$ cat src/rtl/sram_bus_arbiter.sv
// Shares one SRAM-like memory port between an instruction and a data requester (data first),
// and routes in-order responses back to their issuer via a small ID FIFO.
module sram_bus_arbiter #(
   parameter int OUTST = 2
) (
   input  logic        clk,
   input  logic        reset,
   input  logic        inst_req,
   input  logic [31:0] inst_addr,
   output logic        inst_addr_ok,
   output logic        inst_data_ok,
   output logic [31:0] inst_rdata,
   input  logic        data_req,
   input  logic        data_wr,
   input  logic [1:0]  data_size,
   input  logic [31:0] data_addr,
   input  logic [3:0]  data_wstrb,
   input  logic [31:0] data_wdata,
   output logic        data_addr_ok,
   output logic        data_data_ok,
   output logic [31:0] data_rdata,
   output logic        mem_req,
   output logic        mem_wr,
   output logic [1:0]  mem_size,
   output logic [31:0] mem_addr,
   output logic [3:0]  mem_wstrb,
   output logic [31:0] mem_wdata,
   input  logic        mem_addr_ok,
   input  logic        mem_data_ok,
   input  logic [31:0] mem_rdata
);

   localparam int PW = (OUTST > 2) ? $clog2(OUTST) : 1;
   localparam logic [PW-1:0] PTR_ONE  = PW'(1);
   localparam logic [PW:0]   CNT_ONE  = (PW+1)'(1);
   localparam logic [PW:0]   CNT_FULL = (PW+1)'(OUTST);

   typedef enum logic [1:0] {
      IDLE   = 2'd0,
      HOLD_D = 2'd1,
      HOLD_I = 2'd2
   } state_t;

   state_t           r_state;
   logic [OUTST-1:0] r_ids;
   logic [PW-1:0]    r_wptr;
   logic [PW-1:0]    r_rptr;
   logic [PW:0]      r_count;
   logic             r_full;

   logic        w_gnt_d;
   logic        w_gnt_i;
   logic        w_push;
   logic        w_pop;
   logic        w_empty;
   logic        w_head;
   logic [PW:0] w_count_nxt;

   // Grant selection: a held state pins the grant until the memory accepts it.
   always_comb begin
      w_gnt_d = 1'b0;
      w_gnt_i = 1'b0;
      case (r_state)
         IDLE: begin
            w_gnt_d = data_req;
            w_gnt_i = ~data_req & inst_req;
         end
         HOLD_D:  w_gnt_d = 1'b1;
         HOLD_I:  w_gnt_i = 1'b1;
         default: begin
            w_gnt_d = 1'b0;
            w_gnt_i = 1'b0;
         end
      endcase
   end

   // Request path: drive the memory port straight from the granted requester.
   always_comb begin
      mem_req   = ((w_gnt_d & data_req) | (w_gnt_i & inst_req)) & ~r_full;
      mem_wr    = 1'b0;
      mem_size  = 2'b00;
      mem_addr  = 32'h0000_0000;
      mem_wstrb = 4'b0000;
      mem_wdata = 32'h0000_0000;
      if (w_gnt_d) begin
         mem_wr    = data_wr;
         mem_size  = data_size;
         mem_addr  = data_addr;
         mem_wstrb = data_wstrb;
         mem_wdata = data_wdata;
      end else if (w_gnt_i) begin
         mem_size  = 2'b10;
         mem_addr  = inst_addr;
      end else begin
         mem_wr    = 1'b0;
      end
   end

   assign data_addr_ok = mem_req & mem_addr_ok & w_gnt_d;
   assign inst_addr_ok = mem_req & mem_addr_ok & w_gnt_i;

   assign w_empty = (r_count == '0);
   assign w_push  = mem_req & mem_addr_ok;
   assign w_pop   = mem_data_ok & ~w_empty;
   assign w_head  = r_ids[r_rptr];

   assign data_data_ok = w_pop & w_head;
   assign inst_data_ok = w_pop & ~w_head;
   assign inst_rdata   = mem_rdata;
   assign data_rdata   = mem_rdata;

   // Outstanding-count update for concurrent push/pop.
   always_comb begin
      case ({w_push, w_pop})
         2'b10:   w_count_nxt = r_count + CNT_ONE;
         2'b01:   w_count_nxt = r_count - CNT_ONE;
         default: w_count_nxt = r_count;
      endcase
   end

   // Grant FSM: park on an unaccepted request, release on acceptance.
   always_ff @(posedge clk) begin
      if (reset) begin
         r_state <= IDLE;
      end else begin
         case (r_state)
            IDLE: begin
               if (mem_req & ~mem_addr_ok)
                  r_state <= w_gnt_d ? HOLD_D : HOLD_I;
               else
                  r_state <= IDLE;
            end
            HOLD_D, HOLD_I: begin
               if (mem_req & mem_addr_ok)
                  r_state <= IDLE;
               else
                  r_state <= r_state;
            end
            default: r_state <= IDLE;
         endcase
      end
   end

   // ID FIFO: one bit per outstanding transaction, 1 marks a data-side request.
   always_ff @(posedge clk) begin
      if (reset) begin
         r_ids   <= '0;
         r_wptr  <= '0;
         r_rptr  <= '0;
         r_count <= '0;
         r_full  <= 1'b0;
      end else begin
         if (w_push) begin
            r_ids[r_wptr] <= w_gnt_d;
            r_wptr        <= r_wptr + PTR_ONE;
         end
         if (w_pop)
            r_rptr <= r_rptr + PTR_ONE;
         r_count <= w_count_nxt;
         r_full  <= (w_count_nxt == CNT_FULL);
      end
   end

endmodule

$ cat config.mk
export PLATFORM = sky130hd
export DESIGN_NAME = sram_bus_arbiter
export DESIGN_NICKNAME = d
export VERILOG_FILES = /design/src/rtl/sram_bus_arbiter.sv
export SDC_FILE = /design/constraint.sdc
export NUM_CORES = 1
export LEC_CHECK = 0
export BUFFER_PORTS_ARGS = -buffer_cell sky130_fd_sc_hd__buf_4
export CAP_MARGIN = 20
export CORE_AREA = 2 2 108 110
export CTS_BUF_LIST = sky130_fd_sc_hd__clkbuf_4
export DETAILED_ROUTE_END_ITERATION = 10
export DIE_AREA = 0 0 110 112
export GPL_TIMING_DRIVEN = 0
export PLACE_DENSITY_LB_ADDON = 0.1
export SLEW_MARGIN = 20
export SYNTH_ARGS = -nofsm -noshare
export SYNTH_HDL_FRONTEND = slang
export SYNTH_SLANG_ARGS = --single-unit
$ cat constraint.sdc
create_clock -name clk -period 3.6 [get_ports clk]
set_input_delay 0.18 -clock clk [delete_from_list [all_inputs] [get_ports clk]]
set_output_delay 0.18 -clock clk [all_outputs]
set_load 0.005 [all_outputs]
==> impl_metrics.ini, run 1 <==
[run_status]
status = completed

[worst_setup_path]
ff2ff_path_depth = 10
slowest_stage = dfxtp_1
end_kind = output port
critPathMaxStageDelay_ps = 360
path_cells = inv_1 -> ha_1 -> a31o_1 -> buf_6 -> a21oi_4 -> buf_6 -> a22o_1 -> buf_4
critPathTopFamily = compound AO/OA/AOI/OAI gates
worst-setup-path-type = reg2out
path_depth = 8
r2r_slack_ps = 1410
worst_ep_arrival_time_ps = 2090
required_ps = 3420
cp_max_fo = 10
crit_path_frequent_cell = buf_6
startpoint_type = flip-flop
cp_num_buf_inv = 4

[yosys]
synth_ff_type = dfxtp_1
synth-seq-cells = 9
synth.cell_area_um2 = 1650
async_flop_share_pct = 0
synth.top_cell.area_share_pct = 29.1
ys_seq_area_share_pct = 10.9
syn_nets = 359
synth_edf_count = 0
yosysWarnings = 0
ys_types = 30
synthCells = 213
synth_area_leaders = buf_4, a22o_1, and2_1
synth.top_cells.by_count = buf_4, and2_1, a22o_1
yosysMostFrequentCell = buf_4
synth_top_area_cell = buf_4
syn-mean-instance-area_um2 = 7.75

[layout]
final_core_util_pct = 33.2
final-seq-area_um2 = 180
drive_above_1_share_pct = 70.5
fill_cells = 1216
nets = 611
area_delta_synth_final_pct = 125
multi_input_area_um2 = 876
n_antenna_cell = 0

[placed_design]
gp_congestion = 0.772
placement.io_buffers = 247
dp_slack_ps = 1420
hpwl_mm = 7.77

[pwr]
power_density_nw_per_um2 = 580
ir_worst_vdd_mv = 0.257
total_leakage_power_uw = 0.00203

[clocking]
clkLatencyLatePin_ps = 260
post_cts_buffers = 0
cts.htree.levels = 1
root_buffer = clkbuf_4
cts-resized-gates = 0
clk_pin_slew_ps = 70
holdBufCountCts = 0
clock_sinks = 9
cts_buffer_depth = 2
cts_tree = done
cts-buffers-inserted = 3

[detailed_routing]
ant_nets = 0
vias = 2322
drc = 0
via_per_inst = 3.83
drt_iter0_markers = 58
wirelength_mm = 8.79
dr.pass1.iters = 4
detail_route.wl_per_cell_um = 14.5

[grt]
grt_start_max_net_pins = 11
grt_use_met2_pct = 25.4
grt_pass1_wl_mm = 12.1
grt_usage_pct = 12.8
use_met1_pct = 13.4
grt-busiest-layer = met2
grt_pass1_vias = 2209
grt_overflow = 0
grtUsageMet3_pct = 2.99
antenna_found_initial = 0

[die]
die-area_um2 = 12300
die_x_um = 110
die_h_um = 112
rows = 39
ioPinCount = 281
core_um2 = 11200
initial_core_util_pct = 14.8

[timing]
tns_ps = 0
setup_violations = 0
hold_viol_final = 0
worst_pin_slew_ps = 574
rsz0062_at_grt = no
fin_crit_sh_pct = 63.2
max_freq_mhz = 440
post-route-min-period_ps = 2270
slew_headroom_pct = 61.3
drv_slew = 0
worst_clock_skew_ps = 2.32
setup_slack_ps = 1330
hold_slack_ps = 283

[run]
maxCapViolCount = 0

[hold_path]
holdPathStages = 2
hp-class = in2reg
-- cells by family (layout without fill, tap and decap cells) --
logic type      after synthesis  after routing  synth area share [%]
flops                         9              9                  10.9
mux                           1              1                 0.607
buf+inv                      84            335                  36.0
xor+xnor                      4              4                  2.12
compound gates               49             49                  25.2
fa+ha+maj                     5              5                  3.79
simple gates                 61             61                  21.3
-- worst paths after layout --
check / from / to
worst min-delay path: reset / r_rptr$_SDFFE_PP0P_
worst max register to register: r_state[0]$_SDFFE_PP0P_ / r_full$_SDFF_PP0_
worst min register to register: r_ids[0]$_SDFFE_PP0P_ / r_ids[0]$_SDFFE_PP0P_
worst max-delay path: r_state[0]$_SDFFE_PP0P_ / mem_addr[18]
-- where the power goes --
part / internal (uW) / total, uW / switching, uW
Sequential: 137 / 163 / 26.0
Combinational: 1070 / 1900 / 833
Clock: 50.3 / 86.8 / 36.5
Total: 1260 / 2150 / 896
-- flip-flops by register name, indices dropped and copies added, names as in the netlist --
signal,count
r_rptr,1
r_full,1
r_wptr,1
r_count,2
r_ids,2
r_state,2
-- metrics by stage --
step	power, uW	std cells	cell area, um2
floorplan	1120	213	1650
global placement	2110	603	3680
detailed placement	2120	603	3680
CTS	2210	607	3710
global route	2360	607	3710
finish	2150	607	3710
-- layer usage --
layer | vias to the layer above | routed length [um]
li1 | 1158 | -
met1 | 1041 | 2950
met2 | 121 | 4890
met3 | 2 | 926
met4 | 0 | 31
met5 | - | 0
-- placed cells by master, fill, tap and decap left out, drive strengths merged, types with 2 or more instances in the layout --
| cell | n |
|---|---|
| a21oi | 5 |
| a22o | 32 |
| a31oi | 2 |
| a32oi | 2 |
| and2 | 39 |
| buf | 318 |
| clkbuf | 9 |
| dfxtp | 9 |
| ha | 5 |
| inv | 7 |
| nand2 | 2 |
| nand2b | 2 |
| nor2 | 11 |
| nor2b | 3 |
| nor3 | 3 |
| o21ai | 3 |
| xnor2 | 3 |
-- worst reg2reg max path, delay by kind of cell (launching register included) --
family                   cells  cell delay (ps)
flip-flops                   1              330
XOR/XNOR                     1              160
AO/OA/AOI/OAI                2              410
buffers and inverters        2              210
adder cells (fa/ha/maj)      2              610
AND/OR/NAND/NOR              3              350
-- final cells by class --
class                           instances  share of cell area, %
Inverter                                8                  0.943
Sequential cell                         9                   4.85
Clock buffer                            4                  0.809
Multi-Input combinational cell        120                   23.6
Timing Repair Buffer                  247                   49.9
Tap cell                              143                   4.82
Buffer                                 76                   15.1
Power figures use the tool's default switching activity.
==> run 2, diff against run 1 <==
--- a/config.mk
+++ b/config.mk
@@ -5,6 +5,7 @@
 export SDC_FILE = /design/constraint.sdc
 export NUM_CORES = 1
 export LEC_CHECK = 0
+export ABC_AREA = 1
 export BUFFER_PORTS_ARGS = -buffer_cell sky130_fd_sc_hd__buf_4
 export CAP_MARGIN = 20
 export CORE_AREA = 2 2 108 110
==> constraint.sdc (replaced) <==
create_clock -name clk -period 1.95 [get_ports clk]
set_input_delay 0.0975 -clock clk [delete_from_list [all_inputs] [get_ports clk]]
set_output_delay 0.0975 -clock clk [all_outputs]
set_load 0.005 [all_outputs]
==> impl_metrics.ini, run 2 <==
[yosys]
synthCells = 337
syn_nets = 483
synth_ff_type = dfxtp_1
async_flop_share_pct = 0
synth.cell_area_um2 = 1820
synth.top_cell.area_share_pct = 26.4
synth_edf_count = 0
ys_types = 21
synth.top_cells.by_count = nand2_1, buf_4, inv_1
synth_top_area_cell = buf_4
ys_seq_area_share_pct = 9.88
yosysMostFrequentCell = nand2_1
synth-seq-cells = 9
synth_area_leaders = buf_4, nand2_1, inv_1
syn-mean-instance-area_um2 = 5.41
yosysWarnings = 0

[die]
die_h_um = 112
initial_core_util_pct = 16.3
ioPinCount = 281
core_um2 = 11200
die-area_um2 = 12300
die_x_um = 110
rows = 39

[pwr]
power_density_nw_per_um2 = 926
power_uw = 3900
ir_worst_vdd_mv = 0.435
total_leakage_power_uw = 0.00256

[clocking]
cts_buffer_depth = 2
clock_sinks = 9
cts_tree = done
clk_pin_slew_ps = 70
root_buffer = clkbuf_4
clkLatencyLatePin_ps = 270
cts.htree.levels = 1
cts-buffers-inserted = 3

[worst_setup_path]
cp_num_buf_inv = 2
critPathMaxStageDelay_ps = 340
slowest_stage = dfxtp_2
path_cells = inv_4 -> ha_4 -> nand2_4 -> inv_2 -> nand2_4 -> nand2_4 -> nand2_4 -> nand2_4 -> nand3_4 -> ha_4 -> a21oi_2 -> o21ai_2 -> and2_4 -> nor4_4
required_ps = 2140
crit_path_frequent_cell = nand2_4
worst-setup-path-type = reg2reg
end_kind = flip-flop
critPathTopFamily = simple AND/OR/NAND/NOR gates
worst_ep_arrival_time_ps = 2110
startpoint_type = flip-flop
cp_max_fo = 3

[layout]
layout_common_cells = buf_4, nand2_1, inv_1
design_area_um2 = 4210
drive_above_1_share_pct = 61.6
area_delta_synth_final_pct = 131
n_antenna_cell = 0
nets = 751
final_core_util_pct = 37.6
top_regs = r_count: 2 flops, r_ids: 2 flops, r_state: 2 flops
final_common_cell = buf_4
fin_cells = 747

[placed_design]
hpwl_mm = 8.12
placedCellCount = 728
place_area_um2 = 3890
gp_congestion = 0.775
placement.io_buffers = 248

[detailed_routing]
via_per_inst = 3.76
dr.pass1.iters = 4
wirelength_mm = 9.55
ant_nets = 0
vias = 2811
drc = 0
drt_iter0_markers = 85
detail_route.wl_per_cell_um = 12.8

[timing]
max_freq_mhz = 521
drv_slew = 0
fin_crit_sh_pct = 98.4
tns_ps = 0
hold_viol_final = 0
setup_violations = 0
post-route-min-period_ps = 1920
rsz0062_at_grt = yes
worst_pin_slew_ps = 327
worst_clock_skew_ps = 6.67
slew_headroom_pct = 78.1

[run]
maxCapViolCount = 0

[grt]
antenna_found_initial = 0
grt_overflow = 0
grt_usage_pct = 13.5
grt_start_max_net_pins = 14
grt_pass1_wl_mm = 13.0
grt_pass1_vias = 2470

[run_status]
status = completed

[hold_path]
hp-class = in2reg
run 2: cell types whose count changed after synthesis, sizes merged, moves of 3 or more:
cell | previous run | this run
nand3 | 1 | 35
nand4 | 0 | 5
and2 | 39 | 1
nand2 | 2 | 83
a22o | 32 | 0
inv | 7 | 57
nor2b | 3 | 0
nor2 | 11 | 49
run 2: final timing paths:
check        slack [ps]  cells past startpoint                     from                   to
max                  30                     14  r_state[0]$_SDFFE_PP0P_    r_full$_SDFF_PP0_
min                  50                      2                    reset  r_wptr$_SDFFE_PP0P_
max reg2reg          30                     14  r_state[0]$_SDFFE_PP0P_    r_full$_SDFF_PP0_
min reg2reg         480                      1      r_rptr$_SDFFE_PP0P_  r_rptr$_SDFFE_PP0P_
run 2: logic make-up after synthesis:
group                      Yosys count  synth area share, %
and+or+nand+nor                    175                 40.7
buffers and inverters              136                 41.7
AOI/OAI and AO/OA                   11                 3.77
DFF                                  9                 9.88
adders and majority gates            5                 3.43
xor gates and xnor gates             1                0.481
run 2: layer usage:
metal / up-vias / wire length, um / GRT usage [%]
li1: 1473 / - / -
met1: 1202 / 3160 / 14.1
met2: 123 / 5330 / 26.9
met3: 13 / 896 / 2.17
met4: 0 / 161 / 3.63
met5: - / 0 / 0
run 2: worst register-to-register path, cell delays in order, from the launching register on:
cell     delay [ps]
dfxtp_2         340
inv_4            80
ha_4            150
nand2_4          60
inv_2            60
nand2_4          60
nand2_4          90
nand2_4          60
nand2_4          60
nand3_4          90
ha_4            270
a21oi_2         110
o21ai_2          80
and2_4          160
nor4_4          190
run 2: layout make-up:
cell class | instances | area (um2)
buffer | 75 | 573
clock buffer | 3 | 22.5
clock inverter | 1 | 5.00
fill | 1218 | 6970
inverter | 58 | 223
multi-input combinational | 192 | 996
sequential | 9 | 183
tap | 143 | 179
timing repair buffer | 266 | 2030
run 2: per-stage QoR:
stage | setup WS (ps) | hold slack [ps]
after floorplan | 8.88 | 167
after global routing | -66.2 | 50.0
final | 30.6 | 50.5
after global placement | -284 | 306
after CTS | 4.96 | 26.7
after detailed placement | -361 | 312
run 2: report_power, final:
group | switching (uW) | total [uW] | internal, uW
Combinational | 1640 | 3480 | 1840
Sequential | 36.1 | 269 | 233
Clock | 73.4 | 149 | 75.9
Total | 1750 | 3900 | 2150
run 2: repair_timing:
item | 4_1_cts | 5_1_grt
pin swaps | 6 | 6
buffers inserted | 10 | 8
gates resized for setup | 19 | 29
gates cloned | 0 | 1
setup endpoints to repair | 76 | 75
hold buffers | 0 | 0
==> run 3, diff against run 2 <==
--- a/config.mk
+++ b/config.mk
@@ -5,13 +5,13 @@
 export SDC_FILE = /design/constraint.sdc
 export NUM_CORES = 1
 export LEC_CHECK = 0
-export ABC_AREA = 1
+export ABC_AREA = 0
 export BUFFER_PORTS_ARGS = -buffer_cell sky130_fd_sc_hd__buf_4
 export CAP_MARGIN = 20
-export CORE_AREA = 2 2 108 110
+export CORE_AREA = 2 2 107 109
 export CTS_BUF_LIST = sky130_fd_sc_hd__clkbuf_4
 export DETAILED_ROUTE_END_ITERATION = 10
-export DIE_AREA = 0 0 110 112
+export DIE_AREA = 0 0 109 111
 export GPL_TIMING_DRIVEN = 0
 export PLACE_DENSITY_LB_ADDON = 0.1
 export SLEW_MARGIN = 20
==> impl_metrics.ini, run 3 (synthesis gave the netlist of run 1 again) <==
[run_status]
status = finished with violations
violations = negative setup slack

[layout]
area_delta_synth_final_pct = 138
nets = 621
drive_above_1_share_pct = 75.1
fill_cells = 1176
multi_input_area_um2 = 963
final-seq-area_um2 = 188
top_regs = r_count: 2 flops, r_ids: 2 flops, r_state: 2 flops
design_area_um2 = 3930
fin_cells = 617
final_common_cell = buf_4
layout_common_cells = buf_4, and2_1, a22o_1
n_antenna_cell = 0

[die]
ioPinCount = 281
die_h_um = 111
die-area_um2 = 12100
core_um2 = 11100
initial_core_util_pct = 14.9
die_x_um = 109
rows = 39

[grt]
grt-busiest-layer = met2
grt_start_max_net_pins = 11
use_met1_pct = 12.2
antenna_found_initial = 0
grt_use_met2_pct = 25.6
grt_overflow = 0
grtUsageMet3_pct = 2.18
grt_usage_pct = 12.3
grt_pass1_wl_mm = 11.9
grt_pass1_vias = 2256

[pwr]
power_density_nw_per_um2 = 1120
total_leakage_power_uw = 0.00212
ir_worst_vdd_mv = 0.505
power_uw = 4400

[detailed_routing]
detail_route.wl_per_cell_um = 13.6
wirelength_mm = 8.39
drt_iter0_markers = 54
ant_nets = 0
vias = 2309
dr.pass1.iters = 4
drc = 0
via_per_inst = 3.74

[worst_setup_path]
critPathMaxStageDelay_ps = 380
startpoint_type = flip-flop
slowest_stage = dfxtp_4
worst_ep_arrival_time_ps = 1870
worst-setup-path-type = reg2out
critPathTopFamily = buffers and inverters
path_cells = inv_6 -> ha_4 -> a31o_4 -> buf_6 -> a21oi_4 -> buf_12 -> buf_8 -> a22o_1 -> buf_4
cp_num_buf_inv = 5
end_kind = output port
cp_max_fo = 10
required_ps = 1850

[run]
maxCapViolCount = 0

[clocking]
clk_pin_slew_ps = 60
root_buffer = clkbuf_4
clkLatencyLatePin_ps = 260
cts_buffer_depth = 2
cts.htree.levels = 1
clock_sinks = 9
cts-buffers-inserted = 3
cts_tree = done

[placed_design]
place_area_um2 = 3680
placement.io_buffers = 247
hpwl_mm = 7.09
gp_congestion = 0.755
placedCellCount = 603

[timing]
fin_crit_sh_pct = 101
setup_slack_ps = -18.8
hold_viol_final = 0
slew_headroom_pct = 70.7
setup_violations = 16
rsz0062_at_grt = yes
hold_slack_ps = 216
drv_slew = 0
worst_pin_slew_ps = 438
max_freq_mhz = 508
post-route-min-period_ps = 1970
worst_clock_skew_ps = 1.75

[hold_path]
hp-class = in2reg
run 3: cell types whose count changed in the layout (fill, tap and decap cells not counted), sizes merged, moves of 5 or more:
cell | previous run | this run
and2 | 1 | 39
nand2 | 83 | 2
nand3 | 35 | 1
nor2 | 49 | 11
a22o | 0 | 32
nand4 | 5 | 0
buf | 338 | 328
inv | 57 | 7
run 3: worst paths after layout:
check | from | endpoint | slack, ps | cells past startpoint
max | r_state[0]$_SDFFE_PP0P_ | mem_addr[8] | -20 | 9
min | reset | r_count[1]$_SDFF_PP0_ | 220 | 2
max reg2reg | r_state[0]$_SDFFE_PP0P_ | r_count[1]$_SDFF_PP0_ | 70 | 12
min reg2reg | r_ids[0]$_SDFFE_PP0P_ | r_ids[0]$_SDFFE_PP0P_ | 490 | 2
run 3: routing by layer:
metal | up-vias | wire length (um)
met5 | - | 0
met4 | 0 | 63
met3 | 4 | 740
met2 | 114 | 4820
met1 | 1010 | 2770
li1 | 1181 | -
run 3: report_power, final:
group	leakage, uW	total [uW]	internal (uW)	switching, uW
sequential	0.0000752	320	259	61.0
clock	0.0000184	160	92.8	66.9
combinational	0.00202	3920	2290	1630
run 3: area by class of cell:
class,instances,area share [%]
Buffer,76,14.5
Clock buffer,4,0.765
Inverter,8,1.08
Multi-Input combinational cell,120,24.5
Sequential cell,9,4.78
Tap cell,143,4.56
Timing Repair Buffer,257,49.8
run 3: timing repair:
| item | CTS | global route |
|---|---|---|
| setup buffers | 4 | 4 |
| pin swaps | 9 | 8 |
| setup endpoints to repair | 75 | 73 |
| resized for setup | 20 | 19 |
| hold buffers | 0 | 0 |
| cloned | 1 | 1 |
run 3: through the flow:
stage	setup WS, ps	setup TNS (ps)	util, %
6_report	-18.8	-109	35.5
5_1_grt	-121	-3480	35.5
4_1_cts	-40.5	-994	34.5
3_5_place_dp	-216	-510	33.3
3_3_place_gp	-173	-410	33.3
2_1_floorplan	11.5	0	-
